`src/rtl/wb_arbiter2_if.sv`:
```
// Wishbone bundle for the two-master arbiter: both master ports, the shared
// slave-side port and the grant vector.
interface wb_arbiter2_if #(
    parameter int AW = 16,
    parameter int DW = 16
);
    logic          m0_cyc;
    logic          m0_stb;
    logic          m0_we;
    logic [AW-1:0] m0_adr;
    logic [DW-1:0] m0_dat_o;
    logic [DW-1:0] m0_dat_i;
    logic          m0_ack;
    logic          m0_err;

    logic          m1_cyc;
    logic          m1_stb;
    logic          m1_we;
    logic [AW-1:0] m1_adr;
    logic [DW-1:0] m1_dat_o;
    logic [DW-1:0] m1_dat_i;
    logic          m1_ack;
    logic          m1_err;

    logic          s_cyc;
    logic          s_stb;
    logic          s_we;
    logic [AW-1:0] s_adr;
    logic [DW-1:0] s_dat_o;
    logic [DW-1:0] s_dat_i;
    logic          s_ack;

    logic [1:0]    gnt;

    // Arbiter view: it is the slave of both masters and drives the shared port.
    modport slave (
        input  m0_cyc, m0_stb, m0_we, m0_adr, m0_dat_o,
        output m0_dat_i, m0_ack, m0_err,
        input  m1_cyc, m1_stb, m1_we, m1_adr, m1_dat_o,
        output m1_dat_i, m1_ack, m1_err,
        output s_cyc, s_stb, s_we, s_adr, s_dat_o,
        input  s_dat_i, s_ack,
        output gnt
    );

    // Environment view: the two masters plus the downstream responder.
    modport master (
        output m0_cyc, m0_stb, m0_we, m0_adr, m0_dat_o,
        input  m0_dat_i, m0_ack, m0_err,
        output m1_cyc, m1_stb, m1_we, m1_adr, m1_dat_o,
        input  m1_dat_i, m1_ack, m1_err,
        input  s_cyc, s_stb, s_we, s_adr, s_dat_o,
        output s_dat_i, s_ack,
        input  gnt
    );
endinterface

```
`src/rtl/wb_arbiter2.sv`:
```
// Two-master Wishbone arbiter: round-robin on ties, bus lock while cyc is held,
// combinational request/ack paths and a stall watchdog that aborts hung cycles.
module wb_arbiter2 #(
    parameter int AW      = 16,
    parameter int DW      = 16,
    parameter int TIMEOUT = 255
) (
    input  logic         clk,
    input  logic         rst_n,
    wb_arbiter2_if.slave bus
);
    localparam int CW = (TIMEOUT > 0) ? $clog2(TIMEOUT + 1) : 1;

    typedef enum logic [1:0] {
        IDLE  = 2'd0,
        GNT0  = 2'd1,
        GNT1  = 2'd2,
        ABORT = 2'd3
    } state_t;

    state_t        state_reg;
    logic          last_reg;
    logic [CW-1:0] cnt_reg;

    logic [1:0]    m_cyc;
    logic [1:0]    m_stb;
    logic [1:0]    m_we;
    logic [AW-1:0] m_adr [2];
    logic [DW-1:0] m_dat [2];
    logic [1:0]    gnt_vec;
    logic [1:0]    m_ack;
    logic [1:0]    m_err;
    logic          granted;
    logic          sel;
    logic          stalled;
    logic          timeout_hit;

    assign m_cyc    = {bus.m1_cyc, bus.m0_cyc};
    assign m_stb    = {bus.m1_stb, bus.m0_stb};
    assign m_we     = {bus.m1_we,  bus.m0_we};
    assign m_adr[0] = bus.m0_adr;
    assign m_adr[1] = bus.m1_adr;
    assign m_dat[0] = bus.m0_dat_o;
    assign m_dat[1] = bus.m1_dat_o;

    assign gnt_vec = {state_reg == GNT1, state_reg == GNT0};
    assign granted = |gnt_vec;
    assign sel     = gnt_vec[1];
    assign stalled = granted & bus.s_stb & ~bus.s_ack;

    // The error fires on the stall that would bring the count to TIMEOUT, so an
    // ack in that same cycle suppresses it.
    generate
        if (TIMEOUT > 0) begin : g_wdog
            assign timeout_hit = stalled & (cnt_reg == CW'(TIMEOUT - 1));
        end else begin : g_no_wdog
            assign timeout_hit = 1'b0;
        end
    endgenerate

    assign bus.s_cyc   = granted & m_cyc[sel];
    assign bus.s_stb   = granted & m_stb[sel];
    assign bus.s_we    = granted & m_we[sel];
    assign bus.s_adr   = m_adr[sel];
    assign bus.s_dat_o = m_dat[sel];
    assign bus.gnt     = gnt_vec;

    genvar gi;
    generate
        for (gi = 0; gi < 2; gi++) begin : g_resp
            assign m_ack[gi] = gnt_vec[gi] & bus.s_ack;
            assign m_err[gi] = gnt_vec[gi] & timeout_hit;
        end
    endgenerate

    assign bus.m0_ack   = m_ack[0];
    assign bus.m0_err   = m_err[0];
    assign bus.m1_ack   = m_ack[1];
    assign bus.m1_err   = m_err[1];
    assign bus.m0_dat_i = bus.s_dat_i;
    assign bus.m1_dat_i = bus.s_dat_i;

    function automatic state_t grant_of(input logic idx);
        return idx ? GNT1 : GNT0;
    endfunction

    always_ff @(posedge clk or negedge rst_n) begin
        if (!rst_n) begin
            state_reg <= IDLE;
            last_reg  <= 1'b1;
            cnt_reg   <= '0;
        end else begin
            case (state_reg)
                IDLE: begin
                    cnt_reg <= '0;
                    if (m_cyc == 2'b11) begin
                        state_reg <= grant_of(~last_reg);
                        last_reg  <= ~last_reg;
                    end else if (m_cyc[0]) begin
                        state_reg <= GNT0;
                        last_reg  <= 1'b0;
                    end else if (m_cyc[1]) begin
                        state_reg <= GNT1;
                        last_reg  <= 1'b1;
                    end
                end
                GNT0, GNT1: begin
                    if (timeout_hit) begin
                        state_reg <= ABORT;
                        cnt_reg   <= '0;
                    end else if (!m_cyc[sel]) begin
                        cnt_reg <= '0;
                        // Hand straight over when the other master is waiting.
                        if (m_cyc[~sel]) begin
                            state_reg <= grant_of(~sel);
                            last_reg  <= ~sel;
                        end else begin
                            state_reg <= IDLE;
                        end
                    end else if (stalled && TIMEOUT > 0) begin
                        cnt_reg <= cnt_reg + CW'(1);
                    end else begin
                        cnt_reg <= '0;
                    end
                end
                ABORT: begin
                    cnt_reg <= '0;
                    if (!m_cyc[last_reg]) begin
                        state_reg <= IDLE;
                    end
                end
                default: begin
                    state_reg <= IDLE;
                    cnt_reg   <= '0;
                end
            endcase
        end
    end
endmodule

```
`src/flat_wrapper.sv`:
```
// flat-port wrapper written by rule: the top's interface ports become plain ports
module wb_arbiter2_flat 
#(
    parameter int AW      = 16,
    parameter int DW      = 16,
    parameter int TIMEOUT = 255
)
  (clk, rst_n, bus_m0_cyc, bus_m0_stb, bus_m0_we, bus_m0_adr, bus_m0_dat_o, bus_m0_dat_i, bus_m0_ack, bus_m0_err, bus_m1_cyc, bus_m1_stb, bus_m1_we, bus_m1_adr, bus_m1_dat_o, bus_m1_dat_i, bus_m1_ack, bus_m1_err, bus_s_cyc, bus_s_stb, bus_s_we, bus_s_adr, bus_s_dat_o, bus_s_dat_i, bus_s_ack, bus_gnt);
  wb_arbiter2_if #(.AW(AW), .DW(DW)) bus_i ();
  input  logic clk;
  input  logic rst_n;
  input wire logic [$bits(bus_i.m0_cyc)-1:0] bus_m0_cyc;
  input wire logic [$bits(bus_i.m0_stb)-1:0] bus_m0_stb;
  input wire logic [$bits(bus_i.m0_we)-1:0] bus_m0_we;
  input wire logic [$bits(bus_i.m0_adr)-1:0] bus_m0_adr;
  input wire logic [$bits(bus_i.m0_dat_o)-1:0] bus_m0_dat_o;
  output wire logic [$bits(bus_i.m0_dat_i)-1:0] bus_m0_dat_i;
  output wire logic [$bits(bus_i.m0_ack)-1:0] bus_m0_ack;
  output wire logic [$bits(bus_i.m0_err)-1:0] bus_m0_err;
  input wire logic [$bits(bus_i.m1_cyc)-1:0] bus_m1_cyc;
  input wire logic [$bits(bus_i.m1_stb)-1:0] bus_m1_stb;
  input wire logic [$bits(bus_i.m1_we)-1:0] bus_m1_we;
  input wire logic [$bits(bus_i.m1_adr)-1:0] bus_m1_adr;
  input wire logic [$bits(bus_i.m1_dat_o)-1:0] bus_m1_dat_o;
  output wire logic [$bits(bus_i.m1_dat_i)-1:0] bus_m1_dat_i;
  output wire logic [$bits(bus_i.m1_ack)-1:0] bus_m1_ack;
  output wire logic [$bits(bus_i.m1_err)-1:0] bus_m1_err;
  output wire logic [$bits(bus_i.s_cyc)-1:0] bus_s_cyc;
  output wire logic [$bits(bus_i.s_stb)-1:0] bus_s_stb;
  output wire logic [$bits(bus_i.s_we)-1:0] bus_s_we;
  output wire logic [$bits(bus_i.s_adr)-1:0] bus_s_adr;
  output wire logic [$bits(bus_i.s_dat_o)-1:0] bus_s_dat_o;
  input wire logic [$bits(bus_i.s_dat_i)-1:0] bus_s_dat_i;
  input wire logic [$bits(bus_i.s_ack)-1:0] bus_s_ack;
  output wire logic [$bits(bus_i.gnt)-1:0] bus_gnt;
  assign bus_i.m0_cyc = bus_m0_cyc;
  assign bus_i.m0_stb = bus_m0_stb;
  assign bus_i.m0_we = bus_m0_we;
  assign bus_i.m0_adr = bus_m0_adr;
  assign bus_i.m0_dat_o = bus_m0_dat_o;
  assign bus_m0_dat_i = bus_i.m0_dat_i;
  assign bus_m0_ack = bus_i.m0_ack;
  assign bus_m0_err = bus_i.m0_err;
  assign bus_i.m1_cyc = bus_m1_cyc;
  assign bus_i.m1_stb = bus_m1_stb;
  assign bus_i.m1_we = bus_m1_we;
  assign bus_i.m1_adr = bus_m1_adr;
  assign bus_i.m1_dat_o = bus_m1_dat_o;
  assign bus_m1_dat_i = bus_i.m1_dat_i;
  assign bus_m1_ack = bus_i.m1_ack;
  assign bus_m1_err = bus_i.m1_err;
  assign bus_s_cyc = bus_i.s_cyc;
  assign bus_s_stb = bus_i.s_stb;
  assign bus_s_we = bus_i.s_we;
  assign bus_s_adr = bus_i.s_adr;
  assign bus_s_dat_o = bus_i.s_dat_o;
  assign bus_i.s_dat_i = bus_s_dat_i;
  assign bus_i.s_ack = bus_s_ack;
  assign bus_gnt = bus_i.gnt;
  wb_arbiter2 #(.AW(AW), .DW(DW), .TIMEOUT(TIMEOUT)) u_core (.clk(clk), .rst_n(rst_n), .bus(bus_i));
endmodule
```
`config.mk`:
```
export PLATFORM = sky130hd
export DESIGN_NAME = wb_arbiter2_flat
export DESIGN_NICKNAME = d
export VERILOG_FILES = /design/src/rtl/wb_arbiter2_if.sv /design/src/rtl/wb_arbiter2.sv /design/src/flat_wrapper.sv
export SDC_FILE = /design/constraint.sdc
export NUM_CORES = 1
export LEC_CHECK = 0
export ABC_AREA = 1
export CAP_MARGIN = 10
export CORE_ASPECT_RATIO = 1.5
export CORE_MARGIN = 3
export CORE_UTILIZATION = 28
export CTS_BUF_LIST = sky130_fd_sc_hd__clkbuf_16
export CTS_CLUSTER_DIAMETER = 100
export DETAILED_ROUTE_END_ITERATION = 8
export HOLD_SLACK_MARGIN = 0.06
export MAX_ROUTING_LAYER = met4
export PLACE_DENSITY = 0.81
export REMOVE_ABC_BUFFERS = 1
export SLEW_MARGIN = 20
export SYNTH_ARGS = -nofsm -noshare
export SYNTH_HDL_FRONTEND = slang
export SYNTH_SLANG_ARGS = --single-unit
```
`constraint.sdc`:
```
create_clock -name clk -period 2.35 [get_ports clk]
set_clock_uncertainty 0.05 [all_clocks]
set_input_delay 0.47 -clock clk [delete_from_list [all_inputs] [get_ports clk]]
set_output_delay 0.47 -clock clk [all_outputs]
set_load 0.02 [all_outputs]
```
Word level (Yosys, flattened, before mapping)
Cells that the tools add are included.
{ "op_classes": {"n_addsub": 1, "n_mul": 0, "div_mod_pow": 0, "n_lt_le_gt_ge": 4, "eq_ne": 11, "shifts": 0, "n_mux": 37, "bitwise_logic": 14, "n_reduce_logical": 6} }
{ "ops": {"columns": ["cell", "count"], "rows": [
  ["2-to-1 mux 16 bit", 6],
  ["2-to-1 mux 8 bit", 3],
  ["2-to-1 mux 2 bit", 9],
  ["2-to-1 mux 1 bit", 16],
  ["one-hot mux 8 bit (2 select lines)", 1],
  ["bitwise AND 1 bit", 10],
  ["adder 8 x 1 -> 8 bit, second input constant", 1],
  ["equality test 8 bit, second input constant", 1],
  ["inequality test 2 bit, second input constant", 4],
  ["equality test 2 bit, second input constant", 3],
  ["< comparator 1 x 2 -> 1 bit, second input constant", 3],
  ["one-hot mux 2 bit (3 select lines)", 1],
  ["AND reduction 5 bit", 1],
  ["inequality test 4 x 3 -> 1 bit, second input constant", 1],
  ["OR reduction 2 bit", 2],
  ["inequality test 3 bit, second input constant", 1],
  ["NOT 1 bit", 3],
  ["AND reduction 3 bit", 1],
  ["equality test 2 x 1 -> 1 bit, second input constant", 1],
  ["greater-or-equal comparator 2 bit, second input constant", 1],
  ["logical NOT 2 bit", 1],
  ["NOT 1 -> 2 bit", 1],
  ["one-hot mux 1 bit (2 select lines)", 1],
  ["nonzero test 2 bit", 1]
]} }
{ "word_totals": {"ff_bits": 11, "latchBits": 0, "ram_bits": 0, "romBits": 0, "inputBits": 89, "out_inout_bits": 73, "word_cells": 76, "mem_count": 0} }

Longest topological paths before layout
{ "logic_depth": {"ltp_word": 10, "mapped_depth": 12, "ltp_nobuf": 12} }

Worst setup path before layout
OpenSTA, ideal clock, no wires.
{ "synth_timing": {"kind": "reg-to-output", "from": "register u_core.state_reg[0]", "to": "output port bus_m0_err", "arrival_ns": 1.461, "required_time_ns": 1.830, "path_slack_ns": 0.369, "path_stages_with_launch": 7, "n_path_buf": 0, "path_cell_list": "dfrtp_1 > inv_1 > ha_1 > nand3_1 > nor2_2 > nand2_1 > nor2_1"} }
{ "synth_via": {"elab_chain_cells": 8, "elab_cells_between_ends": 10, "classes_between": "eq/ne: 2; mux: 2; bitwise: 5; reduce/logical: 1"} }
{ "synth_rtl": {"columns": ["element", "line", "text"], "rows": [
  ["start: declaration", "wb_arbiter2.sv:21", "state_t state_reg;"],
  ["start signal: assignment", "wb_arbiter2.sv:97", "state_reg <= grant_of(~last_reg);"],
  ["start signal: assignment", "wb_arbiter2.sv:115", "state_reg <= grant_of(~sel);"],
  ["equality test 2 bit", "wb_arbiter2.sv:46", "assign gnt_vec = {state_reg == GNT1, state_reg == GNT0};"],
  ["2-to-1 mux 1 bit (implied by the code) (2 in series)", "wb_arbiter2.sv:62", "assign bus.s_stb = granted & m_stb[sel];"],
  ["bitwise AND 1 bit", "wb_arbiter2.sv:62", null],
  ["bitwise AND 1 bit (2 in series)", "wb_arbiter2.sv:49", "assign stalled = granted & bus.s_stb & ~bus.s_ack;"],
  ["bitwise AND 1 bit", "wb_arbiter2.sv:55", "assign timeout_hit = stalled & (cnt_reg == CW'(TIMEOUT - 1));"],
  ["bitwise AND 1 bit *", "wb_arbiter2.sv:72", "assign m_err[gi] = gnt_vec[gi] & timeout_hit;"],
  ["end: declaration", "flat_wrapper.sv:19", "output wire logic [$bits(bus_i.m0_err)-1:0] bus_m0_err;"]
]} }
Mark *: on every way between the ends. The rest lies on a longest branch, timed or not. The select of a mux whose other input is x is not followed.

Final worst setup path
{ "layout_timing": {"from": "register u_core.state_reg[0]", "to": "output port bus_gnt[1]"} }
{ "layout_via": {"elab_chain_cells": 1} }
{ "layout_rtl": {"columns": ["element", "line", "text"], "rows": [
  ["equality test 2 bit", "wb_arbiter2.sv:46", null],
  ["end: declaration", "flat_wrapper.sv:35", "output wire logic [$bits(bus_i.gnt)-1:0] bus_gnt;"]
]} }
No other way between the ends.

==> results.py <==
metrics = {
    "die": {
        "fp.dieH_um": 94.3,
        "start_util": 0.296,
        "die_area_um2": 6120,
        "num_rows": 31,
        "io_pins": 162,
        "chipWidth_um": 64.9,
        "coreArea_um2": 4930,
    },
    "timing": {
        "setup_tns_ns": 0,
        "max-slew-margin-rel": 0.683,
        "drv_slew": 0,
        "finalSetupViolCount": 0,
        "report.final.hold_viol_count": 0,
        "rsz0062_at_grt": "false",
        "period_needed_ns": 2.25,
        "tightest_slew_ns": 0.474,
        "fin_crit_sh": 0.957,
        "max_freq_ghz": 0.444,
        "setup_slack_ns": 0.100,
    },
    "global_routing": {
        "grt_usage": 0.178,
        "grt_pass1_wl_mm": 8.33,
        "grt.overflow.total": 0,
        "grt_max_degree": 37,
        "antenna_found_initial": 0,
        "grt_pass1_vias": 1689,
    },
    "layout": {
        "antennaDiodeCount": 0,
        "largest_register_ffs": 8,
        "area_delta_synth_final_pct": 72.5,
        "drive_gt1_frac": 0.161,
        "final_nets": 445,
        "finalInstanceArea_um2": 2510,
    },
    "logic_synthesis": {
        "yosysWarnings": 0,
        "avgSynthCellArea_um2": 5.76,
        "synth_top_cell_by_area": "nand2_1",
        "yosys-top-cells-area": "nand2_1, buf_4, dfrtp_1, ha_1, nor2_1",
        "ys_types": 24,
        "synth-seq-area-share": 0.190,
        "synth_seq_cells": 11,
        "synth_top_area_share": 0.327,
        "syn_area_um2": 1460,
        "synth_cells": 253,
    },
    "detailed_routing": {
        "ant_nets": 0,
        "vias": 1786,
        "vias_per_cell": 4.31,
        "wl_per_cell_um": 13.2,
        "drc": 0,
        "drt-initial-drc-count": 108,
        "wirelength_mm": 5.46,
        "dr.pass1.iters": 4,
    },
    "critical_path": {
        "worst_ep_required_time_ns": 1.83,
        "worst_r2r_path_depth": 10,
        "cp_max_fo": 7,
        "worstPathArrival_ns": 1.73,
        "end_kind": "output port",
        "timing.rr.start": "u_core.state_reg[0]$_DFFE_PN0P_",
        "critPathKind": "reg2out",
        "start_kind": "flop",
        "cp-startpoint": "u_core.state_reg[0]$_DFFE_PN0P_",
    },
    "power_and_ir_drop": {
        "p_leak_uw": 0.00136,
        "peakVddDrop_uv": 706,
        "power_density_nw_per_um2": 959,
    },
    "clock_tree": {
        "clock_sinks": 11,
        "clock_path_buffers": 2,
        "htree_levels": 1,
        "cts_buffers": 3,
        "cts_tree": "built",
        "insertion_delay_ns": 0.24,
        "clk_pin_slew_ns": 0.04,
        "cts_root_buffer": "clkbuf_16",
        "ctsHoldBuffers": 0,
    },
    "min_path": {
        "min_from": "u_core.last_reg$_DFFE_PN1P_",
        "min_delay_path_depth": 2,
        "hold_class": "reg2reg",
    },
    "place": {
        "io_buffers": 113,
        "gp_congestion": 0.855,
        "place_area_um2": 2550,
        "place_ws_ns": -0.217,
        "dp_hpwl_mm": 4.68,
    },
    "flow_run": {
        "cap_viol_max_count": 0,
    },
    "outcome": {
        "status": "completed",
    },
}
metal layers:
metal  up-vias  routed length, um  GRT usage  share of wire
li1        915                  -          -              -
met1       761               1950      0.182           0.36
met2       106               2550      0.292           0.47
met3         4                930      0.110           0.17
met4         0                 27     0.0335         0.0049
met5         -                  0          -              0
cell usage in the layout, fill, tap and decap left out, drive strengths merged:
cell type      Yosys  routed
clkbuf             3      25
buf               37      18
nor3b              1       1
xor2               3       3
xnor2              1       1
inv               21      21
dfstp              1       1
o21bai             2       2
dlymetal6s2s       0       1
clkdlybuf4s15      0       1
nand2            128     128
nor2              21      21
dfrtp             10      10
clkdlybuf4s50      0      74
dlygate4sd2        0      15
clkinv             0       1
a21oi              3       3
nand3              7       7
ha                 7       7
nor3               3       3
o21ai              5       5
power breakdown:
group          internal (uW)  leakage (uW)  switching [uW]  total (uW)
Clock                    225     0.0000409            86.8         312
Sequential               228      0.000147            22.7         250
Combinational            755       0.00117            1090        1850
per-stage QoR:
| step | instances | util | hold WS, ns | total power [uW] |
|---|---|---|---|---|
| after floorplan | 213 | - | 0.124 | 1300 |
| after global placement | 410 | 0.518 | 0.423 | 2290 |
| after detailed placement | 410 | 0.518 | 0.431 | 2330 |
| after CTS | 414 | 0.525 | 0.437 | 2460 |
| after global routing | 414 | 0.510 | 0.465 | 2630 |
| final | 414 | 0.510 | 0.434 | 2410 |
Yosys cell counts:
library cell and count:
nand2_1 127, buf_4 34, nor2_1 20, inv_1 18
dfrtp_1 10, ha_1 7, nand3_1 5, o21ai_0 4
a21oi_1 3, buf_1 3, clkbuf_1 3, inv_2 3
xor2_1 3, nand3_2 2, nor3_1 2, dfstp_2 1
nand2_2 1, nor2_2 1, nor3_2 1, nor3b_2 1
o21ai_1 1, o21bai_1 1, o21bai_2 1, xnor2_1 1
timing repair:
action	CTS	global route
buffers inserted	0	0
pin swaps	0	0
hold endpoints to repair	0	0
resized for setup	39	47
setup endpoints to repair	38	30
cell type report:
class	count	area [um2]
multi-input cells	181	826
flip-flops and latches	11	277
well taps	66	82.6
inverters	21	78.8
clock buffers	3	75.1
fillers	490	2410
repair buffers	131	1170
clock inverters	1	5.00
kinds of logic (layout without fill, tap and decap cells):
group	Yosys count	count (layout)	share of synthesized area
adder cells (fa/ha/maj)	7	7	0.0601
flip-flops	11	11	0.190
AND/OR/NAND/NOR	160	160	0.441
AO/OA/AOI/OAI	10	10	0.0404
XOR/XNOR	4	4	0.0241
buffers and inverters	61	156	0.245
final timing paths:
| check | endpoint | slack, ns |
|---|---|---|
| max | bus_gnt[1] | 0.10 |
| min in group asynchronous | u_core.cnt_reg[1]$_DFF_PN0_ | 0.50 |
| max reg2reg | u_core.cnt_reg[3]$_DFF_PN0_ | 0.57 |
| min | u_core.last_reg$_DFFE_PN1P_ | 0.43 |
| min reg2reg | u_core.last_reg$_DFFE_PN1P_ | 0.43 |
| max in group asynchronous | u_core.last_reg$_DFFE_PN1P_ | 1.40 |
critical path, stage by stage (launching register included):
cell and delay [ns]:
dfrtp_1 0.37, inv_1 0.11, ha_2 0.25, buf_4 0.17, clkdlybuf4s50_1 0.60
No activity file was read; power rests on OpenSTA's default activity.
